$ cat config.mk
export PLATFORM = sky130hd
export DESIGN_NAME = apb_initiator
export DESIGN_NICKNAME = d
export VERILOG_FILES = /design/src/rtl/apb_pkg.sv /design/src/rtl/apb_initiator.sv
export SDC_FILE = /design/constraint.sdc
export NUM_CORES = 1
export LEC_CHECK = 0
export BUFFER_PORTS_ARGS = -buffer_cell sky130_fd_sc_hd__buf_2
export CAP_MARGIN = 10
export CORE_ASPECT_RATIO = 0.8
export CORE_MARGIN = 1
export CORE_UTILIZATION = 45
export DETAILED_ROUTE_END_ITERATION = 8
export PLACE_DENSITY = 0.86
export SYNTH_ARGS = -nofsm -noshare
export SYNTH_HDL_FRONTEND = slang
export SYNTH_SLANG_ARGS = --single-unit
$ cat constraint.sdc
create_clock -name pclk -period 4.1 [get_ports pclk]
set_input_delay 0.205 -clock pclk [delete_from_list [all_inputs] [get_ports pclk]]
set_output_delay 0.205 -clock pclk [all_outputs]
set_load 0.1 [all_outputs]
$ cat src/rtl/apb_pkg.sv
// Shared types for the APB requester: FSM states and the latched request.
// Request fields are sized at the package widths; the initiator's width parameters must not exceed them.
package apb_pkg;

    localparam int APB_STB_W  = 4;
    localparam int APB_ADDR_W = 32;
    localparam int APB_DATA_W = 32;

    typedef enum logic [1:0] {
        IDLE   = 2'd0,
        SETUP  = 2'd1,
        ACCESS = 2'd2
    } apb_state_e;

    typedef struct packed {
        logic [APB_ADDR_W-1:0] addr;
        logic [APB_DATA_W-1:0] wdata;
        logic                  write;
        logic [APB_STB_W-1:0]  stb;
    } apb_req_t;

endpackage

$ cat src/rtl/apb_initiator.sv
// APB requester: one core request becomes one SETUP/ACCESS transfer and one response.
// A watchdog aborts ACCESS phases that wait too long for pready.
module apb_initiator
    import apb_pkg::*;
#(
    parameter int ADDR_WIDTH = APB_ADDR_W,
    parameter int DATA_WIDTH = APB_DATA_W,
    parameter int TIMEOUT    = 16
) (
    input  logic                  pclk,
    input  logic                  rst,
    input  logic                  req_valid,
    output logic                  req_ready,
    input  logic [ADDR_WIDTH-1:0] req_addr,
    input  logic [DATA_WIDTH-1:0] req_wdata,
    input  logic                  req_write,
    input  logic [APB_STB_W-1:0]  req_stb,
    output logic                  rsp_valid,
    output logic [DATA_WIDTH-1:0] rsp_rdata,
    output logic                  rsp_err,
    output logic [ADDR_WIDTH-1:0] paddr,
    output logic [DATA_WIDTH-1:0] pdata,
    input  logic [DATA_WIDTH-1:0] prdata,
    output logic                  psel,
    output logic                  penable,
    output logic                  pwrite,
    output logic [APB_STB_W-1:0]  pstb,
    input  logic                  pready,
    input  logic                  perr
);

    localparam int CW   = (TIMEOUT < 1) ? 1 : $clog2(TIMEOUT + 1);
    localparam int TLIM = (TIMEOUT < 1) ? 0 : TIMEOUT - 1;
    localparam logic [CW-1:0] CNT_LIM = CW'(TLIM);

    apb_state_e            state_q, state_d;
    apb_req_t              req_q, req_d;
    logic                  psel_q, psel_d;
    logic                  penable_q, penable_d;
    logic [CW-1:0]         cnt_q, cnt_d;
    logic                  rsp_valid_q, rsp_valid_d;
    logic                  rsp_err_q, rsp_err_d;
    logic [DATA_WIDTH-1:0] rsp_rdata_q, rsp_rdata_d;
    logic                  tmo_hit;

    assign tmo_hit = (TIMEOUT != 0) && (cnt_q == CNT_LIM) && !pready;

    // Next state, APB phase control, watchdog and response generation.
    always_comb begin
        state_d     = state_q;
        req_d       = req_q;
        psel_d      = psel_q;
        penable_d   = penable_q;
        cnt_d       = cnt_q;
        rsp_valid_d = 1'b0;
        rsp_err_d   = 1'b0;
        rsp_rdata_d = '0;
        req_ready   = 1'b0;
        unique case (state_q)
            IDLE: begin
                req_ready = 1'b1;
            end
            SETUP: begin
                state_d   = ACCESS;
                penable_d = 1'b1;
            end
            ACCESS: begin
                if (pready || tmo_hit) begin
                    req_ready   = 1'b1;
                    rsp_valid_d = 1'b1;
                    rsp_err_d   = pready ? perr : 1'b1;
                    if (pready && !perr && !req_q.write)
                        rsp_rdata_d = prdata;
                    state_d   = IDLE;
                    psel_d    = 1'b0;
                    penable_d = 1'b0;
                end else begin
                    cnt_d = cnt_q + 1'b1;
                end
            end
            default: begin
                state_d   = IDLE;
                psel_d    = 1'b0;
                penable_d = 1'b0;
            end
        endcase
        if (req_valid && req_ready) begin
            req_d.addr  = APB_ADDR_W'(req_addr);
            req_d.wdata = APB_DATA_W'(req_wdata);
            req_d.write = req_write;
            req_d.stb   = req_write ? req_stb : '0;
            state_d     = SETUP;
            psel_d      = 1'b1;
            penable_d   = 1'b0;
            cnt_d       = '0;
        end
    end

    // State and registered APB/response outputs; reset aborts any transfer.
    always_ff @(posedge pclk or posedge rst) begin
        if (rst) begin
            state_q     <= IDLE;
            req_q       <= '0;
            psel_q      <= 1'b0;
            penable_q   <= 1'b0;
            cnt_q       <= '0;
            rsp_valid_q <= 1'b0;
            rsp_err_q   <= 1'b0;
            rsp_rdata_q <= '0;
        end else begin
            state_q     <= state_d;
            req_q       <= req_d;
            psel_q      <= psel_d;
            penable_q   <= penable_d;
            cnt_q       <= cnt_d;
            rsp_valid_q <= rsp_valid_d;
            rsp_err_q   <= rsp_err_d;
            rsp_rdata_q <= rsp_rdata_d;
        end
    end

    assign psel      = psel_q;
    assign penable   = penable_q;
    assign pwrite    = req_q.write;
    assign pstb      = req_q.stb;
    assign paddr     = ADDR_WIDTH'(req_q.addr);
    assign pdata     = DATA_WIDTH'(req_q.wdata);
    assign rsp_valid = rsp_valid_q;
    assign rsp_err   = rsp_err_q;
    assign rsp_rdata = rsp_rdata_q;

endmodule
**Word level (Yosys, flattened, before mapping)**

Cells that the tools add are included.

- Register bits after elaboration: 112
- Bits of input ports: 106
- Output and inout bits: 106
- Logic and storage cells: 54

- $add $sub $neg: 1
- Equality and inequality tests: 7
- Muxes and demuxes: 21
- Reduce and logical (&&, ||, !) cells: 14

Operators with widths:

| kind | count |
|---|---|
| 32-bit 2-to-1 mux | 3 |
| 5-bit 2-to-1 mux | 3 |
| 1-bit 2-to-1 mux | 8 |
| 2-bit case mux with 3 select lines | 1 |
| 2-bit AND reduction | 3 |
| 5-bit by 1-bit adder with 5-bit output (second input constant) | 1 |
| 5-bit by 4-bit equality test with 1-bit output (second input constant) | 1 |
| 1-bit logical AND | 4 |
| 2-bit 2-to-1 mux | 2 |
| 4-bit 2-to-1 mux | 1 |
| 2-bit by 1-bit != test with 1-bit output (second input constant) | 2 |
| 1-bit case mux with 2 select lines | 2 |
| 1-bit logical NOT | 3 |
| 3-bit != test (second input constant) | 1 |
| 1-bit case mux with 3 select lines | 1 |
| 2-bit by 1-bit equality test with 1-bit output (second input constant) | 1 |
| 2-bit equality test (second input constant) | 1 |
| 2-bit logical NOT | 1 |
| 2-bit != test (second input constant) | 1 |
| 2-bit nonzero test | 1 |
| 2-bit OR reduction | 1 |
| 1-bit logical OR | 1 |

**Logic depth before layout (Yosys ltp)**

Gate-level depths: netlist (run 1).

- Word-level depth: 8
- Depth in mapped cells: 8
- Depth with buffers taken out: 6

**Least setup slack after synthesis (run 1)**

OpenSTA, ideal clock, no wires.

- Path kind: register to register
- From: register state_q[1]
- To: register state_q[1]
- Setup time: 0.221 ns
- Data arrival time: 2.459 ns
- Data required time: 3.879 ns
- Slack: 1.419 ns
- Cell stages (with the launch flop): 3
- Path buffers: 0
- Clock period less this slack: 2.681 ns
- Path through: dfrtp_1 a21oi_1 a21oi_1

- Cells in the longest elaborated chain, start to end: 5
- Elaborated cells between the ends (all ways): 10
- Classes of those cells: eq/ne (4); mux (3); reduce/logical (3)

RTL lines:

| item | line | RTL |
|---|---|---|
| start: declaration | apb_initiator.sv:36 | `apb_state_e state_q, state_d;` |
| start signal: assignment | apb_initiator.sv:111 | `state_q <= state_d;` |
| 2-bit equality test or 2-bit logical NOT (tied branches) | apb_initiator.sv:59 | `unique case (state_q)` |
| 1-bit case mux with 2 select lines * | apb_initiator.sv:59 |  |
| net req_ready | apb_initiator.sv:13 | `output logic req_ready,` |
| 1-bit logical AND * | apb_initiator.sv:87 | `if (req_valid && req_ready) begin` |
| 3-bit != test (no source line) or 2-bit != test (tied branches) | - |  |
| 2-bit AND reduction (no source line) | - |  |

The timed path passes the listed nets; every way through them passes the cells marked *.
A chain may end at the register's enable or synchronous reset.

**Worst setup path in the final report (run 1)**

- From: register cnt_q[0]
- To: register req_q, in the netlist pdata[17]

- Cells in the longest elaborated chain, start to end: 6

RTL lines:

| item | line | RTL |
|---|---|---|
| start: declaration | apb_initiator.sv:40 | `logic [CW-1:0] cnt_q, cnt_d;` |
| start signal: assignment | apb_initiator.sv:115 | `cnt_q <= cnt_d;` |
| 5-bit by 4-bit equality test with 1-bit output | apb_initiator.sv:46 | `assign tmo_hit = (TIMEOUT != 0) && (cnt_q == CNT_LIM) && !pready;` |
| 1-bit logical AND | apb_initiator.sv:46 |  |
| 1-bit logical OR | apb_initiator.sv:68 | `if (pready \|\| tmo_hit) begin` |
| 1-bit 2-to-1 mux | apb_initiator.sv:68 |  |
| 1-bit case mux with 2 select lines | apb_initiator.sv:59 |  |
| 1-bit logical AND | apb_initiator.sv:87 |  |
| end signal: assignment | apb_initiator.sv:112 | `req_q <= req_d;` |
| end: declaration | apb_initiator.sv:37 | `apb_req_t req_q, req_d;` |

Every way passes these cells.

==> impl_metrics.toml, run 1 <==
[critical_path]
critPathLaunchType = "register"
max_fanout_on_critical_path = 76
category_of_the_worst_setup_path_capture_point = "register"
timing.setup.critical_path_class = "reg2reg"
critPathRequiredTime_ns = 4.34
worst-endpoint-arrival_ns = 2.68

[place]
pre_cts_slack_ns = 1.67
buffer_ports.inserted = 211
place.detailed.instances = 580
detailedPlacementHpwl_um = 6450
gp_congestion = 0.806

[cts]
clk-insertion-delay-late_ns = 0.36
cts.sink_count = 111
clk_pin_slew_ns = 0.11
tritoncts_clock_tree = "built"
cts-resized-gates = 0
cts-hold-fix-buffers = 0
cts_buffers = 9
cts_setup_buffers = 0
clock_path_buffers = 2
clock_tree.root_cell = "sky130_fd_sc_hd__clkbuf_8"
htree_num_levels = 3

[timing]
setup-violations-final = 0
timing.final.crit_share = 0.595
clock-skew-final_ns = 0.0159
clock.fmax_ghz = 0.410
timing_hold_violations_final = 4
setup_repair_after_global_routing_missed_its_margin = "false"
worst_pin_slew_ns = 0.929
finalMaxSlewViolations = 0
tns_ns = 0
fin_hold_ws_ns = -0.00507
timing.slew.headroom = 0.381
worst_slack_ns = 1.66
min_period_ns = 2.44

[run_status]
violations = "hold timing"
run_status = "finished with violations"

[power_and_ir_drop]
power_density_mw_per_mm2 = 737
cellLeakagePower_uw = 0.00285
worst_supply_voltage_drop_on_vdd_uv = 459

[yosys]
synth.avg_cell_area_um2 = 15.2
synth_enable_flop_cells = 0
mapped_nets = 374
synth_most_common_cell = "sky130_fd_sc_hd__dfrtp_1"
synth_top_flop_cell = "sky130_fd_sc_hd__dfrtp_1"
synth_top_cell_by_area = "sky130_fd_sc_hd__dfrtp_1"
postSynth.asyncResetShare = 1.00
netlist_top_cells_area = "sky130_fd_sc_hd__dfrtp_1 (69%), sky130_fd_sc_hd__mux2_2 (18%), sky130_fd_sc_hd__and2_1 (5.0%)"
postSynthCellCount = 266
yosys.area.top_type_share = 0.689
synthTopCellsByCount = "sky130_fd_sc_hd__dfrtp_1 (111), sky130_fd_sc_hd__mux2_2 (65), sky130_fd_sc_hd__and2_1 (32)"
yosysUniqueCellTypes = 23
yosys_register_bits = 111
synth-seq-area-share = 0.689
number_of_warnings_reported_in_the_yosys_synthesis_log = 0
syn_area_mm2 = 0.00403

[floorplanning]
die_area_mm2 = 0.00934
floorplan.die.width_um = 108
num_rows = 30
core_mm2 = 0.00860
initial_core_utilization = 0.469
die_height_um = 86.6
io_pins = 212

[route]
via_count = 2811
drtPass1Iterations = 3
drc = 0
drt_wl_total_um = 8530
detail-route-antenna-nets = 0
initialDrtViolationCount = 90
detail_route.wl_per_cell_um = 14.3
route.detailed.vias_per_inst = 4.72

[flow_run]
drv.max_cap_violation_count = 0

[grt]
globalRouteOverflowTotal = 0
antenna_found_initial = 0
first_global_vias = 2787
grt_pass1_wl_um = 13200
grt_max_degree = 77
grt_util_all_layers = 0.184

[cells_and_area]
final_util = 0.631
final_layout_size_suffix_gt1_frac = 0.616
antenna_cells_inserted = 0
final_nets = 587
synthToLayoutAreaGrowth_pct = 34.6
fin_cells = 596
num-fill-cells = 659

[min_path]
worst_hold_path_type = "in2async"
[final timing paths]
check                                start            end  slack, ns  depth (start not counted)
min in group pclk               prdata[21]  rsp_rdata[21]       0.04                          2
worst max-delay path              cnt_q[0]      pdata[17]       1.66                          7
worst min-delay path                   rst      pdata[28]     -0.005                          2
max in group asynchronous              rst      pdata[31]       3.05                          3
worst max register to register    cnt_q[0]      pdata[17]       1.66                          7
worst min register to register        psel           psel       0.48                          1
[critical path: stages, from the launching register on]
cell and delay (ns):
sky130_fd_sc_hd__dfrtp_1 0.40, sky130_fd_sc_hd__ha_1 0.17, sky130_fd_sc_hd__and3_1 0.15, sky130_fd_sc_hd__ha_1 0.15, sky130_fd_sc_hd__nor2_1 0.10, sky130_fd_sc_hd__a21oi_4 0.16, sky130_fd_sc_hd__buf_4 0.75, sky130_fd_sc_hd__mux2_2 0.42
[metrics by stage]
stage                     area (um^2)  hold slack, ns  power [uW]
final                            5430        -0.00507        4000
after global routing             5430          0.0203        4140
after CTS                        5430          0.0166        4040
after detailed placement         5210           0.415        3350
after global placement           5210           0.405        3310
after floorplan                  4030           0.334        3030
[cells in the final DEF, fill, tap and decap left out, drive strengths merged]
master,synthesis,final
a21oi,5,5
nor3b,1,1
and3,1,1
clkinv,0,2
and2,32,32
or3,2,2
inv,8,11
nand3,1,1
o22ai,2,2
o21ai,3,3
or4b,1,1
ha,2,2
nor3,1,1
mux2i,4,4
or2,1,1
mux2,65,65
nand2,8,8
bufinv,0,1
dfrtp,111,111
nand2b,2,2
nor2b,1,1
clkbuf,3,10
a21o,1,1
buf,9,214
nor2,2,2
[final cells by class]
type	count	area, um^2	area share
flip-flops and latches	111	2780	0.512
inverters	8	32.5	0.00600
clock buffers	10	128	0.0235
multi-input cells	135	1180	0.218
repair buffers	214	1080	0.199
well taps	112	140	0.0258
clock inverters	6	86.3	0.0159
[where the power goes]
part	switching [uW]	leakage (uW)	total [uW]	internal, uW
Clock	385	0.000108	686	300
Sequential	95.8	0.00139	1380	1280
Combinational	1610	0.00136	1930	324
[state kept, by name (all words and copies together), names as in the netlist]
signal / cells
cnt_q: 5
paddr: 32
pdata: 32
psel: 1
pstb: 4
pwrite: 1
rsp_err: 1
rsp_rdata: 32
rsp_valid: 1
state_q: 2
[cells by family (layout without fill, tap and decap cells)]
| logic type | count (synthesis) | in the layout | synth area share |
|---|---|---|---|
| mux | 69 | 69 | 0.192 |
| buf+inv | 20 | 238 | 0.0214 |
| compound gates | 11 | 11 | 0.0149 |
| flops | 111 | 111 | 0.689 |
| fa+ha+maj | 2 | 2 | 0.00621 |
| simple gates | 53 | 53 | 0.0767 |
[metal layers]
| layer | up-vias | wire (um) | GRT usage |
|---|---|---|---|
| li1 | 1310 | - | - |
| met4 | 0 | 105 | 0.0511 |
| met2 | 123 | 4440 | 0.331 |
| met1 | 1368 | 3250 | 0.210 |
| met5 | - | 0 | 0 |
| met3 | 10 | 731 | 0.0624 |
Note: power is estimated with default switching activity, not from simulation.
==> run 2: changes to the inputs <==
- clock period: 4.1 -> 2.38 ns (I/O delays scaled with it)
==> impl_metrics.toml, run 2 (same netlist as run 1, synthesis figures left out) <==
[timing]
fin_hold_ws_ns = 0.0252
clock-skew-final_ns = 0.0159
setup-violations-final = 0
timing_hold_violations_final = 0
worst_pin_slew_ns = 0.521
setup_repair_after_global_routing_missed_its_margin = "false"
finalMaxSlewViolations = 0
timing.slew.headroom = 0.655
clock.fmax_ghz = 0.442
timing.final.crit_share = 0.951
tns_ns = 0
min_period_ns = 2.26

[cells_and_area]
multiInputGateArea_mm2 = 0.00119
num-fill-cells = 498
seqCellArea_mm2 = 0.00278
commonest_cells_after_routing_fill_and_taps_aside = "sky130_fd_sc_hd__buf_2 (211), sky130_fd_sc_hd__dfrtp_1 (111), sky130_fd_sc_hd__dlygate4sd3_1 (97), sky130_fd_sc_hd__mux2_2 (65), sky130_fd_sc_hd__and2_1 (32)"
final_nets = 688
mostFrequentLayoutCell = "sky130_fd_sc_hd__buf_2"
post-route-cell-area_mm2 = 0.00647
final_layout_size_suffix_gt1_frac = 0.520
synthToLayoutAreaGrowth_pct = 60.5
final_util = 0.753
antenna_cells_inserted = 0

[place]
detailedPlacementHpwl_um = 6460
gp_congestion = 0.786
dpl-instance-area_mm2 = 0.00528
buffer_ports.inserted = 211

[route]
drt_wl_total_um = 12000
detail_route.wl_per_cell_um = 17.3
detailroute.wirelength.met3_um = 804
met2_wl_um = 6410
initialDrtViolationCount = 112
via_count = 3285
drc = 0
detail-route-antenna-nets = 0
route.detailed.vias_per_inst = 4.71
routed.top_layer = "met4"
drt_met1_wl_um = 4490
drtPass1Iterations = 4

[grt]
first_global_vias = 3588
globalRouteOverflowTotal = 0
grt_pass1_wl_um = 18100
grt_max_degree = 56
grt_util_all_layers = 0.262
antenna_found_initial = 0

[floorplanning]
io_pins = 212
die_height_um = 86.6
initial_core_utilization = 0.469
floorplan.die.width_um = 108
num_rows = 30
core_mm2 = 0.00860
die_area_mm2 = 0.00934

[critical_path]
worst-endpoint-arrival_ns = 2.15
crit_top_cell = "sky130_fd_sc_hd__ha_1"
category_of_the_worst_setup_path_capture_point = "primary output"
count_of_cells_along_the_worst_register_to_register_path = 6
critPathLaunchType = "register"
crit_path_cell_trace = "ha_1 > and3_1 > ha_1 > nor2_1 > buf_4 > a21oi_2 > buf_2"
cp_slowest_stage_delay_ns = 0.43
max_fanout_on_critical_path = 4
critPathRequiredTime_ns = 2.26
timing.setup.critical_path_class = "reg2out"
critPathSlowestCell = "sky130_fd_sc_hd__dfrtp_1"

[power_and_ir_drop]
power_density_mw_per_mm2 = 1090
total_power_uw = 7080
netSwitchingFraction = 0.519
worst_supply_voltage_drop_on_vdd_uv = 944
cellLeakagePower_uw = 0.00329
combPwrFrac = 0.497
seq_power_share = 0.338
clock_power_share = 0.164
power.switching_uw = 3670
internal_power_uw = 3410

[cts]
cts.sink_count = 111
htree_num_levels = 3
clock_tree.root_cell = "sky130_fd_sc_hd__clkbuf_8"
cts_buffers = 9
tritoncts_clock_tree = "built"
clk_pin_slew_ns = 0.10
clock_path_buffers = 2
clk-insertion-delay-late_ns = 0.36

[run_status]
run_status = "completed"

[flow_run]
drv.max_cap_violation_count = 0

[min_path]
hold_depth = 3
worst_hold_path_type = "in2reg"
[run 2: what timing repair did]
item                                    in CTS  in global routing
endpoints found under the setup margin       0                  2
hold buffers                                96                  1
endpoints found under the hold margin      112                  1
gates resized for setup                      0                  1
buffers inserted                             0                  0
[run 2: final cells by class]
cell class	count	area share
clock buffer	10	0.0197
clock inverter	6	0.0130
sequential	111	0.429
inverter	8	0.00522
multi-input combinational	135	0.184
tap	112	0.0217
timing repair buffer	315	0.327
[run 2: critical path: cells and delay by family (launching register included)]
family,cells,cell delay (ns)
buffers and inverters,2,0.49
DFF,1,0.43
adders and majority gates,2,0.41
and+or+nand+nor,2,0.41
AOI/OAI and AO/OA,1,0.06
[run 2: routing by layer]
metal,up-vias,global-route usage
li1,1521,-
met1,1591,0.278
met2,148,0.495
met3,25,0.0737
met4,0,0.0984
met5,-,0
[run 2: path summary, 6_finish.rpt]
path	from	endpoint	slack (ns)
max in group asynchronous	rst	paddr[15]	1.43
setup reg to reg	cnt_q[0]	cnt_q[2]	0.15
setup / recovery	cnt_q[0]	req_ready	0.12
hold reg to reg	psel	psel	0.49
hold / removal	req_stb[1]	pstb[1]	0.03
min in group asynchronous	rst	rsp_rdata[25]	0.32
[run 2: through the flow]
| step | std cells | setup WS, ns |
|---|---|---|
| 4_1_cts | 696 | 0.0547 |
| 3_5_place_dp | 584 | 0.0804 |
| 6_report | 697 | 0.116 |
| 3_3_place_gp | 584 | 0.178 |
| 2_1_floorplan | 266 | 0.223 |
| 5_1_grt | 697 | 0.0151 |
[run 2: power groups by stage]
| stage | Clock (uW) | Sequential, uW | Combinational (uW) |
|---|---|---|---|
| 2_1_floorplan | 0 | 4750 | 464 |
| 3_3_place_gp | 0 | 2390 | 3340 |
| 3_5_place_dp | 0 | 2420 | 3370 |
| 4_1_cts | 1190 | 2380 | 3490 |
| 5_1_grt | 1270 | 2440 | 3620 |
| 6_report | 1160 | 2400 | 3520 |
